### src/rtl/decoder_scan_ctrl_if.sv
// ----------------------------------------------------------------------------
// decoder_scan_ctrl_if
//   Groups the controller-facing handshake and the decoder-facing drive of the
//   channel scan sequencer into one bundle.
//
//   Controller -> sequencer : start, stop, cont, chan_mask[15:0]
//   Sequencer  -> decoder   : en_n (active low), S[3:0]
//   Sequencer  -> controller: busy, done, chan_strobe
//
//   modport master : the controller side (drives requests, observes status)
//   modport slave  : the sequencer itself
// ----------------------------------------------------------------------------
interface decoder_scan_ctrl_if;
   logic        start;
   logic        stop;
   logic        cont;
   logic [15:0] chan_mask;
   logic        en_n;
   logic [3:0]  S;
   logic        busy;
   logic        done;
   logic        chan_strobe;

   modport master (
      output start, stop, cont, chan_mask,
      input  en_n, S, busy, done, chan_strobe
   );

   modport slave (
      input  start, stop, cont, chan_mask,
      output en_n, S, busy, done, chan_strobe
   );
endinterface

### src/rtl/decoder_scan_ctrl.sv
// ----------------------------------------------------------------------------
// decoder_scan_ctrl
//   Sequencer sitting directly in front of a 4-to-16 decoder. On a start
//   request it walks channels 0..15, holding each one enabled (en_n=0) for
//   DWELL cycles, with GAP blanking cycles (en_n=1) between channels. Runs a
//   single sweep or scans continuously until stopped.
//
// Parameters
//   DWELL : cycles each channel is enabled (1 .. 2**CW-1)
//   GAP   : blanking cycles between channels (0 = back to back)
//   CW    : width of the dwell/gap counter
//
// Ports
//   clk    : rising-edge clock
//   reset  : synchronous, active-high reset
//   bus    : decoder_scan_ctrl_if.slave
//              in : start, stop, cont, chan_mask[15:0]
//              out: en_n, S[3:0], busy, done, chan_strobe (all registered)
//
// Build option
//   SCAN_MASK_EN : when defined, chan_mask is captured at start and channels
//                  with a clear mask bit are skipped entirely. When undefined,
//                  chan_mask is ignored and all 16 channels are visited.
// ----------------------------------------------------------------------------
module decoder_scan_ctrl #(
   parameter int DWELL = 4,
   parameter int GAP   = 1,
   parameter int CW    = 8
) (
   input  logic                clk,
   input  logic                reset,
   decoder_scan_ctrl_if.slave  bus
);

   typedef enum logic [1:0] {
      ST_IDLE,
      ST_ACTIVE,
      ST_BLANK,
      ST_DONE
   } state_t;

   // Terminal counts; the counter runs 0..N-1 within a state.
   localparam logic [CW-1:0] DWELL_LAST = CW'(DWELL - 1);
   localparam logic [CW-1:0] GAP_LAST   = (GAP > 0) ? CW'(GAP - 1) : '0;

   state_t        state_q, state_d;
   logic [CW-1:0] cnt_q, cnt_d;
   logic [3:0]    chan_q, chan_d;
   logic          cont_q, cont_d;
   logic [15:0]   mask_q, mask_d;
   logic          en_n_q, en_n_d;
   logic          busy_q, busy_d;
   logic          done_q, done_d;
   logic          strobe_q, strobe_d;

   logic [15:0]   mask_start;
   logic [4:0]    first_ch;
   logic [4:0]    next_ch;
   logic [4:0]    wrap_ch;
   logic          hop;
   logic [3:0]    hop_ch;

`ifdef SCAN_MASK_EN
   assign mask_start = bus.chan_mask;
`else
   // The port stays for drop-in compatibility; forcing all ones visits every channel.
   assign mask_start = bus.chan_mask | 16'hFFFF;
`endif

   // Lowest set bit of m at index >= from. Returns {found, index}.
   function automatic logic [4:0] next_set(input logic [15:0] m, input logic [4:0] from);
      logic [4:0] r;
      r = '0;
      for (int i = 15; i >= 0; i--) begin
         if (m[i] && (5'(i) >= from)) r = {1'b1, 4'(i)};
      end
      return r;
   endfunction

   assign first_ch = next_set(mask_start, 5'd0);
   assign next_ch  = next_set(mask_q, {1'b0, chan_q} + 5'd1);
   assign wrap_ch  = next_set(mask_q, 5'd0);

   // NOTE: every signal written here gets a default first, so no path leaves a
   // value unassigned and no latch is inferred.
   always_comb begin
      state_d  = state_q;
      cnt_d    = cnt_q + 1'b1;
      chan_d   = chan_q;
      cont_d   = cont_q;
      mask_d   = mask_q;
      strobe_d = 1'b0;
      hop      = 1'b0;
      hop_ch   = chan_q;

      unique case (state_q)
         ST_IDLE: begin
            cnt_d = '0;
            // stop has priority over start in the same cycle
            if (bus.start && !bus.stop) begin
               cont_d = bus.cont;
               mask_d = mask_start;
               if (first_ch[4]) begin
                  state_d  = ST_ACTIVE;
                  chan_d   = first_ch[3:0];
                  strobe_d = 1'b1;
               end else if (!bus.cont) begin
                  // empty mask, single sweep: report completion immediately
                  state_d = ST_DONE;
               end
            end
         end

         ST_ACTIVE: begin
            if (bus.stop) begin
               state_d = ST_IDLE;
               cnt_d   = '0;
            end else if (cnt_q == DWELL_LAST) begin
               cnt_d = '0;
               if (next_ch[4]) begin
                  hop    = 1'b1;
                  hop_ch = next_ch[3:0];
               end else if (cont_q) begin
                  // current channel is enabled, so the wrap search always hits
                  hop    = 1'b1;
                  hop_ch = wrap_ch[3:0];
               end else begin
                  state_d = ST_DONE;
               end
               if (hop) begin
                  // S moves at the channel boundary so it is stable while en_n=0
                  chan_d = hop_ch;
                  if (GAP > 0) begin
                     state_d = ST_BLANK;
                  end else begin
                     state_d  = ST_ACTIVE;
                     strobe_d = 1'b1;
                  end
               end
            end
         end

         ST_BLANK: begin
            if (bus.stop) begin
               state_d = ST_IDLE;
               cnt_d   = '0;
            end else if (cnt_q == GAP_LAST) begin
               state_d  = ST_ACTIVE;
               cnt_d    = '0;
               strobe_d = 1'b1;
            end
         end

         ST_DONE: begin
            state_d = ST_IDLE;
            cnt_d   = '0;
         end

         default: begin
            state_d = ST_IDLE;
            cnt_d   = '0;
         end
      endcase

      // Outputs are registered versions of the upcoming state.
      en_n_d = (state_d != ST_ACTIVE);
      busy_d = (state_d == ST_ACTIVE) || (state_d == ST_BLANK);
      done_d = (state_d == ST_DONE);
   end

   // NOTE: sequential state uses non-blocking assignments so all registers
   // update together from values sampled at the same edge.
   always_ff @(posedge clk) begin
      if (reset) begin
         state_q  <= ST_IDLE;
         cnt_q    <= '0;
         chan_q   <= '0;
         cont_q   <= 1'b0;
         mask_q   <= '0;
         en_n_q   <= 1'b1;
         busy_q   <= 1'b0;
         done_q   <= 1'b0;
         strobe_q <= 1'b0;
      end else begin
         state_q  <= state_d;
         cnt_q    <= cnt_d;
         chan_q   <= chan_d;
         cont_q   <= cont_d;
         mask_q   <= mask_d;
         en_n_q   <= en_n_d;
         busy_q   <= busy_d;
         done_q   <= done_d;
         strobe_q <= strobe_d;
      end
   end

   assign bus.en_n        = en_n_q;
   assign bus.S           = chan_q;
   assign bus.busy        = busy_q;
   assign bus.done        = done_q;
   assign bus.chan_strobe = strobe_q;

endmodule
### src/flat_wrapper.sv
// flat-port wrapper written by rule: the top's interface ports become plain ports
module decoder_scan_ctrl_flat 
#(
   parameter int DWELL = 4,
   parameter int GAP   = 1,
   parameter int CW    = 8
)
  (clk, reset, bus_start, bus_stop, bus_cont, bus_chan_mask, bus_en_n, bus_S, bus_busy, bus_done, bus_chan_strobe);
  decoder_scan_ctrl_if bus_i ();
  input  logic clk;
  input  logic reset;
  input wire logic [$bits(bus_i.start)-1:0] bus_start;
  input wire logic [$bits(bus_i.stop)-1:0] bus_stop;
  input wire logic [$bits(bus_i.cont)-1:0] bus_cont;
  input wire logic [$bits(bus_i.chan_mask)-1:0] bus_chan_mask;
  output wire logic [$bits(bus_i.en_n)-1:0] bus_en_n;
  output wire logic [$bits(bus_i.S)-1:0] bus_S;
  output wire logic [$bits(bus_i.busy)-1:0] bus_busy;
  output wire logic [$bits(bus_i.done)-1:0] bus_done;
  output wire logic [$bits(bus_i.chan_strobe)-1:0] bus_chan_strobe;
  assign bus_i.start = bus_start;
  assign bus_i.stop = bus_stop;
  assign bus_i.cont = bus_cont;
  assign bus_i.chan_mask = bus_chan_mask;
  assign bus_en_n = bus_i.en_n;
  assign bus_S = bus_i.S;
  assign bus_busy = bus_i.busy;
  assign bus_done = bus_i.done;
  assign bus_chan_strobe = bus_i.chan_strobe;
  decoder_scan_ctrl #(.DWELL(DWELL), .GAP(GAP), .CW(CW)) u_core (.clk(clk), .reset(reset), .bus(bus_i));
endmodule
### config.mk
export PLATFORM = sky130hd
export DESIGN_NAME = decoder_scan_ctrl_flat
export DESIGN_NICKNAME = d
export VERILOG_FILES = /design/src/rtl/decoder_scan_ctrl_if.sv /design/src/rtl/decoder_scan_ctrl.sv /design/src/flat_wrapper.sv
export SDC_FILE = /design/constraint.sdc
export NUM_CORES = 1
export LEC_CHECK = 0
export BUFFER_PORTS_ARGS = -buffer_cell sky130_fd_sc_hd__buf_2
export CORE_MARGIN = 5
export CORE_UTILIZATION = 51
export CTS_CLUSTER_DIAMETER = 80
export DETAILED_ROUTE_END_ITERATION = 6
export GPL_ROUTABILITY_DRIVEN = 0
export GPL_TIMING_DRIVEN = 0
export HOLD_SLACK_MARGIN = 0.08
export PLACE_DENSITY_LB_ADDON = 0.1
export REMOVE_ABC_BUFFERS = 1
export SLEW_MARGIN = 20
export SYNTH_ARGS = -nofsm -noshare
export SYNTH_HDL_FRONTEND = slang
export SYNTH_SLANG_ARGS = --single-unit
### constraint.sdc
create_clock -name clk -period 2.8 [get_ports clk]
set_input_delay 0.14 -clock clk [delete_from_list [all_inputs] [get_ports clk]]
set_output_delay 0.14 -clock clk [all_outputs]
set_load 0.02 [all_outputs]
# Yosys cells after proc, flatten, opt, wreduce, memory -nomap -nowiden
# Cells that the tools add are included.
[word_totals]
output_inout_bits = 8
register_bits = 20
wordCells = 127
[op_classes]
add_sub_neg = 2
muxes = 62
n_lt_le_gt_ge = 16
n_eq_ne = 13
n_reduce_logical = 25
[ops]
columns = ["cell", "n"]
rows = [
  ["4-bit 2-to-1 mux", 22],
  ["5-bit 2-to-1 mux", 16],
  ["4-bit by 5-bit greater-or-equal comparator with 1-bit output (first input constant)", 8],
  ["8-bit 2-to-1 mux", 4],
  ["8-bit one-hot mux with 3 select lines", 1],
  ["3-bit by 5-bit greater-or-equal comparator with 1-bit output (first input constant)", 4],
  ["1-bit logical AND", 17],
  ["2-bit 2-to-1 mux", 8],
  ["1-bit by 5-bit greater-or-equal comparator with 1-bit output (first input constant)", 2],
  ["2-bit by 5-bit greater-or-equal comparator with 1-bit output (first input constant)", 2],
  ["8-bit by 1-bit adder with 8-bit output (second input constant)", 1],
  ["2-bit == test (second input constant)", 4],
  ["8-bit by 2-bit == test with 1-bit output (second input constant)", 1],
  ["8-bit zero test", 1],
  ["1-bit 2-to-1 mux", 8],
  ["2-bit by 1-bit != test with 1-bit output (second input constant)", 4],
  ["2-bit one-hot mux with 4 select lines", 1],
  ["4-bit one-hot mux with 2 select lines", 1],
  ["6-bit AND reduction", 1],
  ["4-bit by 1-bit adder with 5-bit output (second input constant)", 1],
  ["2-bit by 1-bit == test with 1-bit output (second input constant)", 2],
  ["3-bit by 1-bit != test with 1-bit output (second input constant)", 1],
  ["2-bit zero test", 1],
  ["2-bit != test (second input constant)", 1],
  ["6 further kinds", 6],
]

# Depth between registers and ports, before layout
# Gate-level depths: netlist (run 1).
[logic_depth]
depth_word = 29
depth_mapped = 10
mapped_depth_nobuf = 9

# Worst setup path before layout (run 1)
# OpenSTA, ideal clock, no wires.
[synth_timing]
path_kind = "register to register"
startpoint = "reg u_core.chan_q[0] (netlist: u_core.bus.S[0])"
endpoint = "reg u_core.chan_q[1] (netlist: u_core.bus.S[1])"
required_ns = 2.683
path_slack_ns = 0.527
t_arrival_ns = 2.156
path_stages_with_launch = 9
cell_sequence = "dfxtp_1 buf_2 inv_1 ha_1 clkbuf_1 a21oi_1 nor4b_1 nor4_1 a32o_1"
[synth_between]
elab_chain_cells = 25
word_cells_on_any_way = 61
classes_between = "1 x add/sub; 16 x order compare; 2 x eq/ne; 25 x mux; 17 x reduce/logical"
[synth_lines]
columns = ["item", "line", "source"]
rows = [
  ["from (decl)", "decoder_scan_ctrl.sv:48", "logic [3:0] chan_q, chan_d;"],
  ["from (signal assigned)", "decoder_scan_ctrl.sv:187", "chan_q <= chan_d;"],
  ["4-bit by 1-bit adder with 5-bit output (*)", "decoder_scan_ctrl.sv:81", "assign next_ch = next_set(mask_q, {1'b0, chan_q} + 5'd1);"],
  ["4-bit by 5-bit greater-or-equal comparator with 1-bit output", "decoder_scan_ctrl.sv:75", "if (m[i] && (5'(i) >= from)) r = {1'b1, 4'(i)};"],
  ["1-bit logical AND", "decoder_scan_ctrl.sv:75", ""],
  ["5-bit 2-to-1 mux (15 in a row)", "decoder_scan_ctrl.sv:75", ""],
  ["5-bit 2-to-1 mux (*)", "decoder_scan_ctrl.sv:75", ""],
  ["1-bit 2-to-1 mux", "decoder_scan_ctrl.sv:120", "if (next_ch[4]) begin"],
  ["1-bit 2-to-1 mux", "decoder_scan_ctrl.sv:118", "end else if (cnt_q == DWELL_LAST) begin"],
  ["1-bit 2-to-1 mux", "decoder_scan_ctrl.sv:115", "if (bus.stop) begin"],
  ["1-bit 2-to-1 mux", "decoder_scan_ctrl.sv:96", "unique case (state_q)"],
  ["2-bit by 1-bit != test with 1-bit output (no source line)", "--", ""],
  ["6-bit AND reduction (no source line)", "--", ""],
]
# Mark *: on every way between the ends. The rest lies on a longest branch, timed or not. The select of a mux whose other input is x is not followed.
# A chain may end at the register's enable or synchronous reset.

# Worst setup path in the final report (run 1)
[layout_timing]
startpoint = "reg u_core.chan_q[0] (netlist: u_core.bus.S[0])"
endpoint = "reg u_core.busy_q (netlist: u_core.bus.busy)"
[layout_between]
elab_chain_cells = 29
word_cells_on_any_way = 61
classes_between = "1 x add/sub; 16 x order compare; 2 x eq/ne; 25 x mux; 17 x reduce/logical"
[layout_lines]
columns = ["item", "line", "source"]
rows = [
  ["4-bit by 1-bit adder with 5-bit output (*)", "decoder_scan_ctrl.sv:81", ""],
  ["4-bit by 5-bit greater-or-equal comparator with 1-bit output", "decoder_scan_ctrl.sv:75", ""],
  ["1-bit logical AND", "decoder_scan_ctrl.sv:75", ""],
  ["5-bit 2-to-1 mux (15 in a row)", "decoder_scan_ctrl.sv:75", ""],
  ["5-bit 2-to-1 mux (*)", "decoder_scan_ctrl.sv:75", ""],
  ["1-bit 2-to-1 mux", "decoder_scan_ctrl.sv:120", ""],
  ["1-bit 2-to-1 mux", "decoder_scan_ctrl.sv:118", ""],
  ["1-bit 2-to-1 mux", "decoder_scan_ctrl.sv:115", ""],
  ["1-bit 2-to-1 mux", "decoder_scan_ctrl.sv:96", ""],
  ["2-bit 2-to-1 mux (*)", "decoder_scan_ctrl.sv:130", "if (hop) begin"],
  ["2-bit 2-to-1 mux (*)", "decoder_scan_ctrl.sv:118", ""],
  ["2-bit 2-to-1 mux (*)", "decoder_scan_ctrl.sv:115", ""],
  ["2-bit one-hot mux with 4 select lines (*)", "decoder_scan_ctrl.sv:96", ""],
  ["net u_core.state_d[0]", "decoder_scan_ctrl.sv:46", "state_t state_q, state_d;"],
  ["2-bit by 1-bit == test with 1-bit output or 2-bit == test (tied branches)", "decoder_scan_ctrl.sv:167", "busy_d = (state_d == ST_ACTIVE) || (state_d == ST_BLANK);"],
  ["1-bit logical OR (*)", "decoder_scan_ctrl.sv:167", ""],
  ["to (signal assigned)", "decoder_scan_ctrl.sv:191", "busy_q <= busy_d;"],
  ["to (decl)", "decoder_scan_ctrl.sv:52", "logic busy_q, busy_d;"],
]
# Mark *: on every way through the listed nets, which the timed path passes. The rest lies on a longest branch. The select of a mux whose other input is x is not followed.

==> reports/summary.txt, run 1 <==
Max VDD drop = 0.0003110 V
Hold Fails Final Rpt = 0
# hold bufs at CTS = 0
top-area cell type share of the netlist area = 27.52%
FF/Latch Area = 402.9 µm²
# port buffers = 12
routed len/inst = 13.35 µm
Setup Viol. Count Final = 0
fmax = 401.2 MHz
Hold WC Path Type = in2reg
largest net degree at the start of global routing = 22
Multi-input gate area = 973.4 µm²
Synth Flop Type = dfxtp_1
CP Data Arrival Time = 2730 ps
CP Max Fanout = 17
DR pass1 iterations = 4
Leak Pwr = 0.6035 nW
Avg Synthesized Cell Area = 7.740 µm²
status = completed
final instance area = 1545 µm²
Initial Utilization = 53.23%
core area = 2734 µm²
Reg clk slew, reported paths = 100 ps
post-synthesis sequential area ratio = 27.52%
reg2reg end = u_core.bus.busy$_SDFF_PP0_
library cells used by synthesis = 47
fin cells = 223
main area contributors after synthesis = dfxtp_1 28%, ha_1 6.9%, nor2_1 5.4%, xor2_1 4.2%, nand2_1 3.6%
PnR Total Power = 0.4997 mW
most frequent cell after synthesis = nor2_1
crit path launch type = flop
# Max-Cap Violations = 0
setup slack, reg-to-reg = 310 ps
Residual DRC = 0
GRT Util Overall = 15.83%
CTS root buffer = clkbuf_4
Yosys warnings = 0
CTS max path bufs = 2
min Tclk post-route = 2493 ps
number of global-route vias before repair = 1217
RSZ-0062 raised after global routing = false
Setup Total Neg Slack = 0 ps
FILL cells = 254
Setup WS pre-CTS = 0.1219 ps
clock latency at the later pin of the worst-skew pair = 290 ps
Num Clock Sinks = 20
detailed-route via count = 1310
hold path cells = 3
Async S/R FF share, synth = 0%
CTS tree = built
gr ovfl total = 0
n_diodes = 0
post-synthesis cell count = 188
critical path capture point type = flop
IO Count = 29
slew margin rel. = 54.10%
DR iter-0 viols = 134
HP Start = bus_cont
initial antenna violation count = 0
post-synth top area cell = dfxtp_1
first-pass GRT wire length = 5444 µm
post-layout net count = 222
Post-synth EDFFs = 0
worst reg2reg startpoint = u_core.bus.S[0]$_SDFFE_PP0P_
Layout Utilization = 56.52%
Pwr Density = 323.4 nW/µm²
layout overhead on the synthesized area = 6.191%
Synth Register Bits = 20
DIE HEIGHT = 63.42 µm
share of cells above drive strength 1 = 14.06%
post-synthesis instance area = 1455 µm²
dpl hpwl = 2226 µm
WHS Endpoint = u_core.cont_q$_SDFFE_PP0P_
crit path kind = reg2reg
Least-Margin Pin Slew = 687.6 ps
row count = 19
Die ar. = 4021 µm²
Hold Slack = 90.54 ps
placed cells = 219
Synth top cells by count = 21 x nor2_1, 20 x dfxtp_1, 14 x nand2_1
slack of the critical path = 307.5 ps
Post-DP Area = 1504 µm²
total wire length = 2978 µm
total CTS buffers = 3
DR vias/cell = 5.874
Worst Reg-to-Reg Cells = 8
period utilization = 89.02%
Final Skew = 8.720 ps
Worst EP required = 3030 ps
Max Slew Vio Count = 0
H-tree Lvls = 1
ANT nets after route = 0
die width = 63.42 µm
## cell usage in the layout, fill, tap and decap left out, types with 3 or more instances in the layout
master    instances
and2_1            3
dfxtp_1          18
nor2_1           21
mux2i_1           3
nor2b_1           7
and3_1            5
ha_1              7
nand2b_1          4
clkbuf_4          3
nand2_1          14
nand3_1          10
a31oi_1           3
a211oi_1          4
xor2_1            7
inv_1             9
o21ai_0           8
nor4_1            3
nor3_1            6
buf_2            12
a21oi_1          10
## sequential cells by signal, summed over array words and instances (netlist names)
| name | cells |
|---|---|
| u_core.bus.en_n | 1 |
| u_core.bus.busy | 1 |
| u_core.bus.chan_strobe | 1 |
| u_core.cnt_q | 8 |
| u_core.mask_q | 1 |
| u_core.bus.done | 1 |
| u_core.cont_q | 1 |
| u_core.bus.S | 4 |
| u_core.state_q | 2 |
## power breakdown
part / internal, mW / switching, mW / total, mW
Combinational: 0.0176 / 0.0248 / 0.0423
Sequential: 0.289 / 0.00710 / 0.296
Clock: 0.0792 / 0.0820 / 0.161
Total: 0.386 / 0.114 / 0.500
## metal layers
metal  track usage [%]  vias up  routed length [µm]  share of wire, %
met5                 0        -                   0                 0
met4             3.636        0                  14              0.47
met3             3.908        2                 151               5.1
met2             24.62       31                1327                45
met1             21.88      597                1485                50
li1                  -      680                   -                 -
## cell families (layout without fill, tap and decap cells)
group / Yosys count / in the layout / synth area share (%)
flops: 20 / 20 / 27.51
mux: 3 / 3 / 2.064
compound gates: 45 / 45 / 22.53
fa+ha+maj: 8 / 8 / 6.879
xor+xnor: 9 / 9 / 5.417
simple gates: 82 / 82 / 29.84
buf+inv: 21 / 25 / 5.761
## worst max-delay path, cell delays in order, from the launching register on
cell     delay (ps)
dfxtp_2         520
ha_2            420
nand3_1         140
and2_1          250
o21a_1          200
a211o_1         290
a21oi_1         240
ha_1            280
nor2_1           90
## worst max-delay path by stage
stage | start | to | slack (ps)
floorplan | u_core.bus.S[0]$_SDFFE_PP0P_ | u_core.bus.busy$_SDFF_PP0_ | 280
global placement | u_core.bus.S[0]$_SDFFE_PP0P_ | u_core.bus.busy$_SDFF_PP0_ | 80
detailed placement | u_core.bus.S[0]$_SDFFE_PP0P_ | u_core.bus.busy$_SDFF_PP0_ | 0.1
CTS | u_core.bus.S[0]$_SDFFE_PP0P_ | u_core.bus.busy$_SDFF_PP0_ | 110
global route | u_core.bus.S[0]$_SDFFE_PP0P_ | u_core.bus.busy$_SDFF_PP0_ | 160
finish | u_core.bus.S[0]$_SDFFE_PP0P_ | u_core.bus.busy$_SDFF_PP0_ | 310
## layout make-up
| cell class | instances | share of cell area (%) |
|---|---|---|
| Clock buffer | 4 | 2.348 |
| Tap cell | 31 | 2.510 |
| Timing Repair Buffer | 12 | 3.887 |
| Sequential cell | 20 | 26.07 |
| Inverter | 9 | 2.186 |
| Multi-Input combinational cell | 147 | 63.00 |
## what timing repair did
action	in CTS	in global routing
endpoints found under the setup margin	1	2
gates resized for setup	1	2
buffers inserted	0	0
endpoints found under the hold margin	0	0
Power figures use the tool's default switching activity.
==> run 2: changes to the inputs <==
==> constraint.sdc (replaced) <==
create_clock -name clk -period 2.7 [get_ports clk]
set_input_delay 0.135 -clock clk [delete_from_list [all_inputs] [get_ports clk]]
set_output_delay 0.135 -clock clk [all_outputs]
set_load 0.02 [all_outputs]
==> reports/summary.txt, run 2 (synthesis gave the netlist of run 1 again) <==
H-tree Lvls = 1 (unchanged)
CTS root buffer = clkbuf_4
Post-CTS Setup Repair Bufs = 0 (unchanged)
Residual DRC = 0 (unchanged)
detailed-route via count = 1322 (+0.92%)
CP Data Arrival Time = 2730 ps (about the same)
P_int = 0.4010 mW (+3.9%)
placed cells = 219 (unchanged)
crit path kind = reg2reg
ANT nets after route = 0 (unchanged)
largest net degree at the start of global routing = 22 (unchanged)
Worst Reg-to-Reg Cells = 8 (unchanged)
Final Skew = 7.765 ps (-0.9551 ps)
gr ovfl total = 0 (unchanged)
# port buffers = 12 (unchanged)
Setup crit start = u_core.bus.S[0]$_SDFFE_PP0P_
Worst EP required = 2930 ps (-100 ps)
Reg clk slew, reported paths = 100 ps (about the same)
n_diodes = 0 (unchanged)
critical path capture point type = flop
total CTS buffers = 3 (unchanged)
reg2reg end = u_core.bus.busy$_SDFF_PP0_
Initial Utilization = 53.23% (unchanged)
Setup Total Neg Slack = 0 ps (unchanged)
Buf/Inv on CP = 0 (unchanged)
number of global-route vias before repair = 1218 (+0.082%)
DR iter-0 viols = 130 (-3.0%)
clock group share of total power = 32.1% (-0.2 points)
period utilization = 92.37% (+3.3 points)
CTS tree = built
die width = 63.42 µm (unchanged)
clock latency at the later pin of the worst-skew pair = 290 ps (about the same)
sequential share of power = 59.1% (-0.2 points)
core area = 2734 µm² (unchanged)
first-pass GRT wire length = 5457 µm (+0.24%)
RSZ-0062 raised after global routing = false
Biggest register = u_core.cnt_q
CP Max Fanout = 17 (unchanged)
row count = 19 (unchanged)
fmax = 401.0 MHz (about the same)
layout overhead on the synthesized area = 6.879%
Max Slew Vio Count = 0 (unchanged)
DIE HEIGHT = 63.42 µm (unchanged)
DR pass1 iterations = 4 (unchanged)
share of cells above drive strength 1 = 13.99% (-0.073 points)
max reg flops = 8 (unchanged)
total wire length = 3001 µm (+0.77%)
worst reg2reg startpoint = u_core.bus.S[0]$_SDFFE_PP0P_
Hold Fails Final Rpt = 0 (unchanged)
CTS max path bufs = 2 (unchanged)
IO Count = 29 (unchanged)
slowest cell on the critical path = dfxtp_2
routed len/inst = 13.40 µm (+0.32%)
Psw = 0.1183 mW (+3.8%)
HP Start = reset
Setup Viol. Count Final = 0 (unchanged)
post-layout net count = 223 (+0.45%)
# Max-Cap Violations = 0 (unchanged)
Crit path max-delay family = compound AO/OA/AOI/OAI gates
initial antenna violation count = 0 (unchanged)
Die ar. = 4021 µm² (unchanged)
Sw Ratio = 22.78% (about the same)
hold path cells = 2 (-1)
setup slack, reg-to-reg = 210 ps (-100 ps)
Num Clock Sinks = 20 (unchanged)
slew margin rel. = 55.36% (+1.3 points)
combinational power share = 8.7% (+0.2 points)
commonest non-fill, non-tap cells in the layout = 21 x nor2_1, 18 x dfxtp_1, 14 x nand2_1
Least-Margin Pin Slew = 660.4 ps (-27.19 ps)
GRT Util Overall = 15.86% (+0.037 points)
Max VDD drop = 0.0003209 V (+3.2%)
crit path launch type = flop
dpl hpwl = 2226 µm (unchanged)
crit path cell chain = ha_2 > nand3_1 > and2_1 > o21a_1 > a211o_1 > a21oi_1 > ha_1 > nor2_1
min Tclk post-route = 2494 ps (+1.352 ps)
max incr delay on CP = 510 ps (about the same)
commonest non-fill, non-tap cell in the layout = nor2_1
Hold WC Path Type = in2reg
Leak Pwr = 0.6076 nW (+0.69%)
WHS Endpoint = u_core.bus.busy$_SDFF_PP0_
fin cells = 224 (+0.45%)
status = completed
Pwr Density = 333.9 nW/µm² (+3.3%)
DR vias/cell = 5.902 (+0.47%)
[run 2: power groups by stage]
stage               clock network (mW)  logic [mW]  registers, mW
floorplan                            0      0.0274          0.314
global placement                     0      0.0436          0.313
detailed placement                   0      0.0438          0.314
CTS                              0.176      0.0451          0.307
global route                     0.193      0.0511          0.308
finish                           0.167      0.0454          0.307
[run 2: worst reg2reg max path: stages (launching register included)]
cell     delay [ps]
dfxtp_2         510
ha_2            430
nand3_1         140
and2_1          250
o21a_1          200
a211o_1         290
a21oi_1         240
ha_1            290
nor2_1           90
[run 2: cell type report]
cell class | count | area, µm²
sequential | 20 | 402.9
tap | 31 | 38.79
timing repair buffer | 13 | 70.07
inverter | 9 | 33.78
fill | 253 | 1179
clock buffer | 4 | 36.28
multi-input combinational | 147 | 973.4
[run 2: metal layers]
| metal | global-route usage, % | routed length, µm | up-vias |
|---|---|---|---|
| met1 | 22.09 | 1463 | 602 |
| met3 | 3.730 | 181 | 2 |
| met4 | 3.636 | 14 | 0 |
| met5 | 0 | 0 | - |
| met2 | 24.62 | 1342 | 36 |
| li1 | - | - | 682 |
[run 2: worst max path at each step]
stage | to | slack (ps) | cells past startpoint
2_1_floorplan | u_core.bus.busy$_SDFF_PP0_ | 180 | 8
3_3_place_gp | u_core.bus.busy$_SDFF_PP0_ | -20 | 8
3_5_place_dp | u_core.bus.busy$_SDFF_PP0_ | -100 | 8
4_1_cts | u_core.bus.busy$_SDFF_PP0_ | 9 | 8
5_1_grt | u_core.bus.busy$_SDFF_PP0_ | 60 | 8
6_report | u_core.bus.busy$_SDFF_PP0_ | 210 | 8
[run 2: what timing repair did]
item / 4_1_cts / 5_1_grt
endpoints found under the setup margin: 4 / 4
hold endpoints to repair: 1 / 0
hold buffers: 1 / 0
cloned: 0 / 0
resized for setup: 1 / 2
[run 2: per-stage QoR]
step                      hold WS [ps]  area, µm²  worst slack (ps)  power [mW]  util [%]
after CTS                        145.2       1553             9.275      0.5284     56.80
after detailed placement         388.7       1504            -99.88      0.3574     55.01
after global routing             145.8       1555             57.33      0.5522     56.89
after floorplan                  201.7       1405             176.5      0.3419         -
after global placement           375.3       1504            -17.00      0.3571     55.01
final                            160.0       1555             206.1      0.5193     56.89
==> run 3: changes to the inputs <==
--- a/config.mk
+++ b/config.mk
@@ -5,7 +5,7 @@
 export SDC_FILE = /design/constraint.sdc
 export NUM_CORES = 1
 export LEC_CHECK = 0
-export BUFFER_PORTS_ARGS = -buffer_cell sky130_fd_sc_hd__buf_2
+export BUFFER_PORTS_ARGS = -buffer_cell sky130_fd_sc_hd__buf_4
 export CORE_MARGIN = 5
 export CORE_UTILIZATION = 51
 export CTS_CLUSTER_DIAMETER = 80
==> reports/summary.txt, run 3 (synthesis gave the netlist of run 1 again) <==
status = completed
setup slack, reg-to-reg = 260 ps (+50 ps)
commonest non-fill, non-tap cell in the layout = nor2_1
reg2reg end = u_core.bus.busy$_SDFF_PP0_
CTS max path bufs = 2 (unchanged)
slew margin rel. = 52.29% (-3.1 points)
Worst Reg-to-Reg Cells = 7 (-1)
Setup Total Neg Slack = 0 ps (unchanged)
DR iter-0 viols = 102 (-22%)
Worst EP required = 2930 ps (about the same)
Die ar. = 4021 µm² (unchanged)
Least-Margin Pin Slew = 714.6 ps (+54.28 ps)
slack of the critical path = 257.1 ps (+50.97 ps)
RSZ-0062 raised after global routing = false
first-pass GRT wire length = 5499 µm (+0.77%)
clock latency at the later pin of the worst-skew pair = 290 ps (about the same)
die width = 63.42 µm (unchanged)
Setup WS pre-CTS = -105.7 ps (-5.784 ps)
FILL cells = 261 (+3.2%)
period utilization = 90.48% (-1.9 points)
Pwr Density = 308.5 nW/µm² (-7.6%)
Layout Utilization = 57.94% (+1.1 points)
final instance area = 1584 µm² (+1.9%)
dpl hpwl = 2253 µm (+1.2%)
max incr delay on CP = 800 ps (+290 ps)
fmax = 409.4 MHz (+2.1%)
Post-DP Area = 1534 µm² (+2.0%)
crit path launch type = flop
GRT Util Overall = 16.14% (+0.28 points)
Initial Utilization = 53.23% (unchanged)
Residual DRC = 0 (unchanged)
DIE HEIGHT = 63.42 µm (unchanged)
PnR Total Power = 0.4887 mW (-5.9%)
ANT nets after route = 0 (unchanged)
Max VDD drop = 0.0003280 V (+2.2%)
H-tree Lvls = 1 (unchanged)
CP Data Arrival Time = 2680 ps (-50 ps)
routed len/inst = 14.09 µm (+5.2%)
n_diodes = 0 (unchanged)
Leak Pwr = 0.6054 nW (-0.37%)
Post-CTS Setup Repair Bufs = 0 (unchanged)
post-layout net count = 223 (unchanged)
Max Slew Vio Count = 0 (unchanged)
number of global-route vias before repair = 1205 (-1.1%)
max reg flops = 8 (unchanged)
Setup Viol. Count Final = 0 (unchanged)
Hold Fails Final Rpt = 0 (unchanged)
layout overhead on the synthesized area = 8.856%
crit path cell chain = nand3_1 > and2_1 > o21a_1 > a211o_1 > a21oi_1 > ha_1 > nor2_1
min Tclk post-route = 2443 ps (-50.97 ps)
initial antenna violation count = 0 (unchanged)
slowest cell on the critical path = dfxtp_1
Final Skew = 6.589 ps (-1.176 ps)
Biggest register = u_core.cnt_q
# port buffers = 12 (unchanged)
WHS Endpoint = u_core.bus.busy$_SDFF_PP0_
worst reg2reg startpoint = u_core.bus.S[3]$_SDFFE_PP0P_
core area = 2734 µm² (unchanged)
gr ovfl total = 0 (unchanged)
CTS tree = built
CP Max Fanout = 21 (+4)
Num Clock Sinks = 20 (unchanged)
IO Count = 29 (unchanged)
row count = 19 (unchanged)
fin cells = 223 (-0.45%)
critical path capture point type = flop
total wire length = 3143 µm (+4.7%)
largest net degree at the start of global routing = 22 (unchanged)
DR pass1 iterations = 4 (unchanged)
Hold WC Path Type = in2reg
Reg clk slew, reported paths = 100 ps (about the same)
HP Start = reset
CTS root buffer = clkbuf_4
placed cells = 219 (unchanged)
share of cells above drive strength 1 = 13.54% (-0.45 points)
crit path kind = reg2reg
total CTS buffers = 3 (unchanged)
DR vias/cell = 5.955 (+0.90%)
commonest non-fill, non-tap cells in the layout = 21 x nor2_1, 18 x dfxtp_1, 14 x nand2_1
detailed-route via count = 1328 (+0.45%)
# Max-Cap Violations = 0 (unchanged)
Hold Slack = 101.9 ps (-58.03 ps)
hold path cells = 2 (unchanged)
## run 3: changes by cell type in the layout (fill, tap and decap cells not counted), sizes merged
cell    before  now
clkbuf       4    3
## run 3: final cells by class
type                       instances  area (µm²)  share of cell area, %
inverter                           9       33.78                  2.133
tap                               31       38.79                  2.449
clock buffer                       3       22.52                  1.422
timing repair buffer              13       100.1                  6.319
multi-input combinational        147       983.4                  62.09
sequential                        20       405.4                  25.59
## run 3: per-layer routing
layer	vias to the layer above	wire, µm	GRT usage [%]
met5	-	0	0
met1	615	1479	23.70
met2	30	1494	24.37
met4	0	14	2.857
met3	2	155	3.375
li1	681	-	-
## run 3: how the worst max path moves through the flow
stage / startpoint / to / slack, ps / cells past startpoint
6_report: u_core.bus.S[3]$_SDFFE_PP0P_ / u_core.bus.busy$_SDFF_PP0_ / 260 / 7
5_1_grt: u_core.bus.S[3]$_SDFFE_PP0P_ / u_core.bus.busy$_SDFF_PP0_ / 70 / 7
4_1_cts: u_core.bus.S[1]$_SDFFE_PP0P_ / u_core.bus.busy$_SDFF_PP0_ / 20 / 8
3_5_place_dp: u_core.bus.S[0]$_SDFFE_PP0P_ / u_core.bus.busy$_SDFF_PP0_ / -110 / 8
3_3_place_gp: u_core.bus.S[0]$_SDFFE_PP0P_ / u_core.bus.busy$_SDFF_PP0_ / -30 / 8
2_1_floorplan: u_core.bus.S[0]$_SDFFE_PP0P_ / u_core.bus.busy$_SDFF_PP0_ / 180 / 8
## run 3: where the power goes
group	internal [mW]	leakage, nW	switching, mW
Sequential	0.299	0.163	0.00756
Clock	0.0519	0.0138	0.0824
Combinational	0.0220	0.428	0.0261
Total	0.373	0.605	0.116
## run 3: repair_timing
| action | 4_1_cts | 5_1_grt |
|---|---|---|
| hold buffers | 1 | 0 |
| endpoints found under the hold margin | 1 | 0 |
| resized for setup | 2 | 3 |
| endpoints found under the setup margin | 4 | 4 |
## run 3: critical path, delay by kind of cell (launching register included)
| kind | cells | cell delay [ps] |
|---|---|---|
| AO/OA/AOI/OAI | 3 | 740 |
| flip-flops | 1 | 800 |
| AND/OR/NAND/NOR | 3 | 560 |
| adder cells (fa/ha/maj) | 1 | 290 |
